### src/rtl/pcileech_tx_pkg.sv
// Shared constants for the PCIe-to-USB transmit path.
package pcileech_tx_pkg;

    localparam int DWORD_W = 32;
    localparam logic [31:0] MAGIC_DEFAULT = 32'h6666_5555;

    function automatic int idx_width(input int n);
        return (n > 1) ? $clog2(n) : 1;
    endfunction

endpackage

### src/rtl/pcileech_fifo_fwft_32.sv
// Circular dword buffer with first-word-fall-through head and occupancy count.
module pcileech_fifo_fwft_32 #(
    parameter int DEPTH = 64
) (
    input  logic                     clk,
    input  logic                     rst_n,
    input  logic                     push,
    input  logic [31:0]              wdata,
    input  logic                     pop,
    output logic [31:0]              rdata,
    output logic                     valid,
    output logic                     full,
    output logic [$clog2(DEPTH):0]   level
);

    localparam int AW = $clog2(DEPTH);
    localparam int LW = AW + 1;

    logic [31:0]   mem [DEPTH];
    logic [AW-1:0] wr_ptr;
    logic [AW-1:0] rd_ptr;
    logic          do_push;
    logic          do_pop;

    // A full buffer refuses pushes even when a pop frees a slot this cycle.
    assign full    = (level == LW'(DEPTH));
    assign valid   = (level != '0);
    assign do_push = push && !full;
    assign do_pop  = pop && valid;
    assign rdata   = mem[rd_ptr];

    always_ff @(posedge clk or negedge rst_n) begin
        if (!rst_n) begin
            wr_ptr <= '0;
            rd_ptr <= '0;
            level  <= '0;
        end else begin
            if (do_push) wr_ptr <= wr_ptr + 1'b1;
            if (do_pop)  rd_ptr <= rd_ptr + 1'b1;
            level <= level + LW'(do_push) - LW'(do_pop);
        end
    end

    always_ff @(posedge clk) begin
        if (do_push) mem[wr_ptr] <= wdata;
    end

endmodule

### src/rtl/pcileech_tx_downsizer.sv
// Splits wide FIFO words into dwords (MSB first) and inserts a restart marker when idle.
module pcileech_tx_downsizer
    import pcileech_tx_pkg::*;
#(
    parameter int          IN_DW    = 256,
    parameter int          DEPTH    = 64,
    parameter logic [31:0] MAGIC    = MAGIC_DEFAULT,
    parameter bit          MAGIC_EN = 1'b1
) (
    input  logic                    clk,
    input  logic                    rst_n,
    input  logic [IN_DW-1:0]        in_data,
    input  logic                    in_valid,
    output logic                    in_ready,
    input  logic                    link_idle,
    output logic [31:0]             out_data,
    output logic                    out_valid,
    output logic                    out_empty,
    input  logic                    out_rd_en,
    output logic [$clog2(DEPTH):0]  level,
    output logic [15:0]             magic_cnt
);

    localparam int N     = IN_DW / DWORD_W;
    localparam int IDX_W = idx_width(N);

    logic [IN_DW-1:0] sh_data;
    logic             sh_valid;
    logic [IDX_W-1:0] sh_idx;
    logic             sh_last;
    logic             armed;
    logic             fifo_full;
    logic             push_data;
    logic             push_magic;
    logic             accept;
    logic             fifo_push;
    logic [31:0]      fifo_wdata;

    assign sh_last   = (sh_idx == IDX_W'(N - 1));
    assign push_data = sh_valid && !fifo_full;
    assign in_ready  = rst_n && (!sh_valid || (sh_last && push_data));
    assign accept    = in_valid && in_ready;

    // Marker only when everything upstream and downstream is quiet; data always wins.
    assign push_magic = MAGIC_EN && armed && (level == '0) && !sh_valid
                        && !in_valid && link_idle && !push_data;

    assign fifo_push  = push_data || push_magic;
    assign fifo_wdata = push_data ? sh_data[IN_DW-1 -: DWORD_W] : MAGIC;
    assign out_empty  = ~out_valid;

    always_ff @(posedge clk or negedge rst_n) begin
        if (!rst_n) begin
            sh_data  <= '0;
            sh_valid <= 1'b0;
            sh_idx   <= '0;
        end else if (accept) begin
            sh_data  <= in_data;
            sh_valid <= 1'b1;
            sh_idx   <= '0;
        end else if (push_data) begin
            sh_data  <= sh_data << DWORD_W;
            sh_idx   <= sh_idx + 1'b1;
            if (sh_last) sh_valid <= 1'b0;
        end
    end

    always_ff @(posedge clk or negedge rst_n) begin
        if (!rst_n) begin
            armed     <= 1'b1;
            magic_cnt <= '0;
        end else if (push_data) begin
            armed <= 1'b1;
        end else if (push_magic) begin
            armed     <= 1'b0;
            magic_cnt <= magic_cnt + 16'd1;
        end
    end

    pcileech_fifo_fwft_32 #(
        .DEPTH (DEPTH)
    ) u_fifo (
        .clk   (clk),
        .rst_n (rst_n),
        .push  (fifo_push),
        .wdata (fifo_wdata),
        .pop   (out_rd_en),
        .rdata (out_data),
        .valid (out_valid),
        .full  (fifo_full),
        .level (level)
    );

endmodule

### config.mk
export PLATFORM = sky130hd
export DESIGN_NAME = pcileech_tx_downsizer
export DESIGN_NICKNAME = d
export VERILOG_FILES = /design/src/rtl/pcileech_tx_pkg.sv /design/src/rtl/pcileech_fifo_fwft_32.sv /design/src/rtl/pcileech_tx_downsizer.sv
export SDC_FILE = /design/constraint.sdc
export NUM_CORES = 2
export LEC_CHECK = 0
export CAP_MARGIN = 40
export CELL_PAD_IN_SITES_DETAIL_PLACEMENT = 2
export CELL_PAD_IN_SITES_GLOBAL_PLACEMENT = 2
export CORE_ASPECT_RATIO = 1.1
export CORE_MARGIN = 2
export CORE_UTILIZATION = 47
export DETAILED_ROUTE_END_ITERATION = 8
export GPL_TIMING_DRIVEN = 0
export PLACE_DENSITY_LB_ADDON = 0.1
export SYNTH_ARGS = -nofsm -noshare
export SYNTH_HDL_FRONTEND = slang
export SYNTH_SLANG_ARGS = --single-unit
### constraint.sdc
create_clock -name clk -period 4.6 [get_ports clk]
set_input_delay 0.46 -clock clk [delete_from_list [all_inputs] [get_ports clk]]
set_output_delay 0.46 -clock clk [all_outputs]
set_load 0.1 [all_outputs]
==> results.txt, run 1 <==
----------------------------------------------------
[Synthesis]
  Yosys warning count ... 0
  Synth Net Count ... 5235
  Post-synthesis cell area ... 91700 µm²
  Top cell type's share of synthesized area ... 0.671
  Largest area contributor in the netlist ... sky130_fd_sc_hd__edfxtp_1
  Leading register cell type out of synthesis ... sky130_fd_sc_hd__edfxtp_1
  Most used standard cells in the synthesized netlist ... sky130_fd_sc_hd__edfxtp_1, sky130_fd_sc_hd__nand2_1, sky130_fd_sc_hd__mux4_2, sky130_fd_sc_hd__nor2_1, sky130_fd_sc_hd__dfrtp_1
  Post-synthesis register bit count ... 2344
  Number of synthesized flops with an enable pin ... 2048
  Dominant cell by count in the synthesized netlist ... sky130_fd_sc_hd__edfxtp_1
  Synthesized area per cell ... 18.5 µm²
  Number of standard cells after synthesis ... 4959
  Top cells by area in the synthesized netlist ... sky130_fd_sc_hd__edfxtp_1, sky130_fd_sc_hd__mux4_2, sky130_fd_sc_hd__dfrtp_1
  Post-synthesis async set-or-reset flop share ... 0.126
  Synth unique cells ... 62
  Sequential fraction of the synthesis area ... 0.752

[Place]
  Final weighted congestion in routability-driven placement ... 0.859
  Input/output buffers ... 318
  HPWL after detailed placement ... 277 mm

[Status]
  Stage reached ... detailed placement (3_5_place_dp)
  Run status ... stopped before the end
  Halt Reason ... [ERROR DPL-0033] detailed placement checks failed during check placement.

[Floorplan]
  Chip Width ... 425 µm
  Overall die height ... 467 µm
  Standard-cell row count ... 170
  Number of top-level design ports ... 319
  Effective utilization at floorplan ... 0.471

----------------------------------------------------
-- through the flow --
stage	hold WS, ps	instances	worst slack (ps)	area, µm²
floorplan	164	4959	126	91700
global placement	475	7857	-11850	98100
-- logic make-up after synthesis --
group | after synthesis | share of synthesized area
flip-flops | 2344 | 0.752
AND/OR/NAND/NOR | 1040 | 0.0457
multiplexers | 715 | 0.145
AO/OA/AOI/OAI | 489 | 0.0358
buffers and inverters | 325 | 0.0169
XOR/XNOR | 31 | 0.00296
adder cells (fa/ha/maj) | 15 | 0.00213
==> inputs of run 2 (changes only) <==
Settings changed: CELL_PAD_IN_SITES_DETAIL_PLACEMENT 2 to unset, CELL_PAD_IN_SITES_GLOBAL_PLACEMENT 2 to unset, CORE_ASPECT_RATIO 1.1 to unset, CORE_UTILIZATION 47 to 40, PLACE_DENSITY_LB_ADDON 0.1 to 0.15.
==> run 2 against run 1 <==
The flow now finishes, with violations (setup timing). Synthesized cell count unchanged. Area after synthesis unchanged.
==> results.txt, run 2 <==
----------------------------------------------------
[CTS]
  CTS tree ... built
  Clock Tree Buf Depth ... 3
  Max H-tree Level ... 4
  Buffer type at the clock tree root ... sky130_fd_sc_hd__clkbuf_16
  Clock latency of the later-clocked register in the worst-skew pair ... 930 ps
  Clock slew at reported path FFs ... 70 ps
  Number of buffers added by the clock tree synthesis step ... 240
  Num Clock Sinks ... 2344

[Synthesis]
  Post-synthesis cell area ... 91700 µm² (unchanged)
  Top cells by area in the synthesized netlist ... sky130_fd_sc_hd__edfxtp_1, sky130_fd_sc_hd__mux4_2, sky130_fd_sc_hd__dfrtp_1
  Top cell type's share of synthesized area ... 0.671 (unchanged)
  Synthesized area per cell ... 18.5 µm² (unchanged)
  Sequential fraction of the synthesis area ... 0.752 (unchanged)
  Synth unique cells ... 62 (unchanged)
  Synth Net Count ... 5235 (unchanged)
  Dominant cell by count in the synthesized netlist ... sky130_fd_sc_hd__edfxtp_1
  Most used standard cells in the synthesized netlist ... sky130_fd_sc_hd__edfxtp_1, sky130_fd_sc_hd__nand2_1, sky130_fd_sc_hd__mux4_2, sky130_fd_sc_hd__nor2_1, sky130_fd_sc_hd__dfrtp_1
  Yosys warning count ... 0 (unchanged)
  Post-synthesis async set-or-reset flop share ... 0.126 (unchanged)
  Leading register cell type out of synthesis ... sky130_fd_sc_hd__edfxtp_1
  Post-synthesis register bit count ... 2344 (unchanged)
  Number of standard cells after synthesis ... 4959 (unchanged)
  Largest area contributor in the netlist ... sky130_fd_sc_hd__edfxtp_1
  Number of synthesized flops with an enable pin ... 2048 (unchanged)

[Setup path]
  Largest stage delay, worst path ... 550 ps
  Crit-path max FO ... 10
  Slowest-stage cell, CP ... sky130_fd_sc_hd__mux4_2
  Bufs and invs on worst path ... 6
  Most frequent CP cell ... sky130_fd_sc_hd__buf_12
  Reg2reg setup slack ... 210 ps
  Cells on worst reg2reg path ... 10
  Start-to-end type of the worst setup path ... flop to primary output
  Critical Path Sink Type ... primary output
  Logic depth of the worst setup path including buffers ... 11
  Startpoint type of the worst setup path ... flop
  Arrival @ worst endpoint ... 4230 ps
  Data required time at the worst endpoint ... 4140 ps
  Cell class contributing the biggest share of worst-path delay ... buffers and inverters
  Cell-by-cell trace of the critical path ... buf_12 > buf_12 > buf_12 > buf_16 > mux4_2 > mux2i_4 > a211oi_1 > a21oi_2 > nor2_4 > clkdlybuf4s50_1 > buf_8

[Power and ir drop]
  Pwr/cell area ... 738 nW/µm²
  Leakage ... 38.8 nW
  Maximum vdd ir drop ... 1.02 mV
  PnR Total Power ... 85.0 mW

[Timing]
  Max Slew Vio Count ... 0
  Worst-margin pin slew ... 932 ps
  Upper clock frequency limit ... 0.213 GHz
  Final critical delay including setup and external delays ... 4690 ps
  Largest clock skew in the final design ... 75.5 ps
  Worst-case headroom to the max-slew limit ... 0.377
  Least setup slack across all paths after layout ... -89.4 ps
  Setup violations, final ... 9
  Hold Violations, Final ... 0
  Final cycle utilization of the critical path ... 1.02
  Setup repair after global routing missed its margin ... true

[Flow run]
  Count of max-cap constraint violations ... 0

[Layout]
  Number of flip-flops in the largest register ... 2048
  Registers with the most flip-flops ... u_fifo.mem (2048), sh_data (256), magic_cnt (16)
  Most common cell after layout, fill and taps aside ... sky130_fd_sc_hd__edfxtp_1
  Total area of sequential cells ... 68900 µm²
  Number of inserted filler cells in the final layout ... 18.5k
  Most frequent cells in the layout ... sky130_fd_sc_hd__edfxtp_1, sky130_fd_sc_hd__nand2_1, sky130_fd_sc_hd__mux4_2
  Post-layout nets ... 6100
  Number of cells in the finished layout apart from fillers ... 9056
  Layout area overhead ... 25.6%
  Post-layout utilization of the core ... 0.506
  Ratio of cells with drive above 1 in the final layout ... 0.263
  Register with the most flip-flops ... u_fifo.mem
  Multi-input gate area in the final layout ... 22700 µm²

[Global routing]
  Global-route wire length before repair ... 431 mm
  Initial antenna violation count ... 42
  Maximum number of pins on one net before global-route repair ... 106
  Aggregate global-route resource usage ... 0.270
  Final global-route overflow total ... 0
  Vias in the first global route ... 53.4k

[Drt]
  Total routed wirelength ... 315 mm
  Number of design rule violations left after detail routing ... 0
  Per-cell routed wire length ... 34.8 µm
  Count of antenna-violating nets left after detailed routing ... 0
  Total iterations of the first detailed-routing run ... 6
  DRT iter0 DRCs ... 7248
  Vias per inst ... 5.90
  Via count ... 53.4k

[Worst hold path]
  Path type of the worst min-delay path ... input pin to flop
  Cell count of the worst hold path ... 3

[Floorplan]
  Core Region ... 227000 µm²
  Total Die Area ... 233000 µm²
  Effective utilization at floorplan ... 0.403 (-0.0686)
  Chip Width ... 483 µm (+14%)
  Standard-cell row count ... 175 (+2.9%)
  Number of top-level design ports ... 319 (unchanged)
  Overall die height ... 483 µm (+3.3%)

[Status]
  Violations in the final reports ... setup timing
  Run status ... complete, but fails checks

[Place]
  Worst setup slack after placement ... -669 ps
  HPWL after detailed placement ... 228 mm (-18%)
  Final weighted congestion in routability-driven placement ... 0.910 (+5.9%)
  Input/output buffers ... 318 (unchanged)
  Post-Place Cells ... 8577

----------------------------------------------------
## run 2: cell counts after synthesis
No cell type changed its count.
## run 2: repair_timing
action / 4_1_cts / 5_1_grt
pin swaps: 14 / 19
resized for setup: 487 / 103
cloned: 0 / 1
endpoints found under the setup margin: 32 / 39
hold endpoints to repair: 100 / 0
hold buffers: 3 / 0
buffers inserted: 4 / 15
## run 2: cells by family (layout without fill, tap and decap cells)
| logic type | after synthesis | in the layout | share of synthesized area |
|---|---|---|---|
| AOI/OAI and AO/OA | 489 | 489 | 0.0358 |
| xor gates and xnor gates | 31 | 31 | 0.00296 |
| adders and majority gates | 15 | 15 | 0.00213 |
| buffers and inverters | 325 | 1398 | 0.0169 |
| DFF | 2344 | 2344 | 0.752 |
| muxes | 715 | 715 | 0.145 |
| other | 0 | 15 | 0 |
| and+or+nand+nor | 1040 | 1040 | 0.0457 |
## run 2: metal layers
layer / track usage / share of wire / vias up
met3: 0.0644 / 0.096 / 557
met4: 0.0975 / 0.039 / 58
met2: 0.425 / 0.47 / 2912
li1: - / - / 21600
met1: 0.368 / 0.40 / 28300
met5: 0 / 0.0011 / -
## run 2: layout make-up
cell class / instances / share of cell area
clock inverters: 160 / 0.0144
clock buffers: 290 / 0.0544
multi-input cells: 2290 / 0.198
diodes: 15 / 0.000326
flip-flops and latches: 2344 / 0.599
plain buffers: 307 / 0.0235
inverters: 17 / 0.000565
repair buffers: 624 / 0.0777
well taps: 3009 / 0.0327
## run 2: worst min-delay path, stage by stage
cell,delay (ps)
sky130_fd_sc_hd__clkdlybuf4s50_1,400
sky130_fd_sc_hd__nand2_1,60
sky130_fd_sc_hd__nand2_1,40
## run 2: power by group
group          switching, mW  internal (mW)  leakage, nW
Sequential             0.982           28.5         22.3
Combinational           22.8           13.1         12.7
Clock                   8.53           11.1         3.85
## run 2: worst paths after layout
check / startpoint / to
hold reg to reg: armed / armed
setup / recovery: u_fifo.rd_ptr[0] / out_data[20]
max in group asynchronous: rst_n / u_fifo.rd_ptr[3]
min in group asynchronous: rst_n / sh_data[112]
hold / removal: in_data[14] / sh_data[14]
setup reg to reg: u_fifo.level[4] / u_fifo.mem[3][3]
## run 2: metrics by stage
step | hold WS, ps | setup TNS [ps] | instance area, µm²
6_report | 67.7 | -384 | 115000
5_1_grt | 72.2 | -1310 | 115000
4_1_cts | 0.379 | -2980 | 114000
3_5_place_dp | 478 | -4650 | 105000
3_3_place_gp | 473 | - | 98600
2_1_floorplan | 164 | 0 | 91700
No activity file was read; power rests on OpenSTA's default activity.
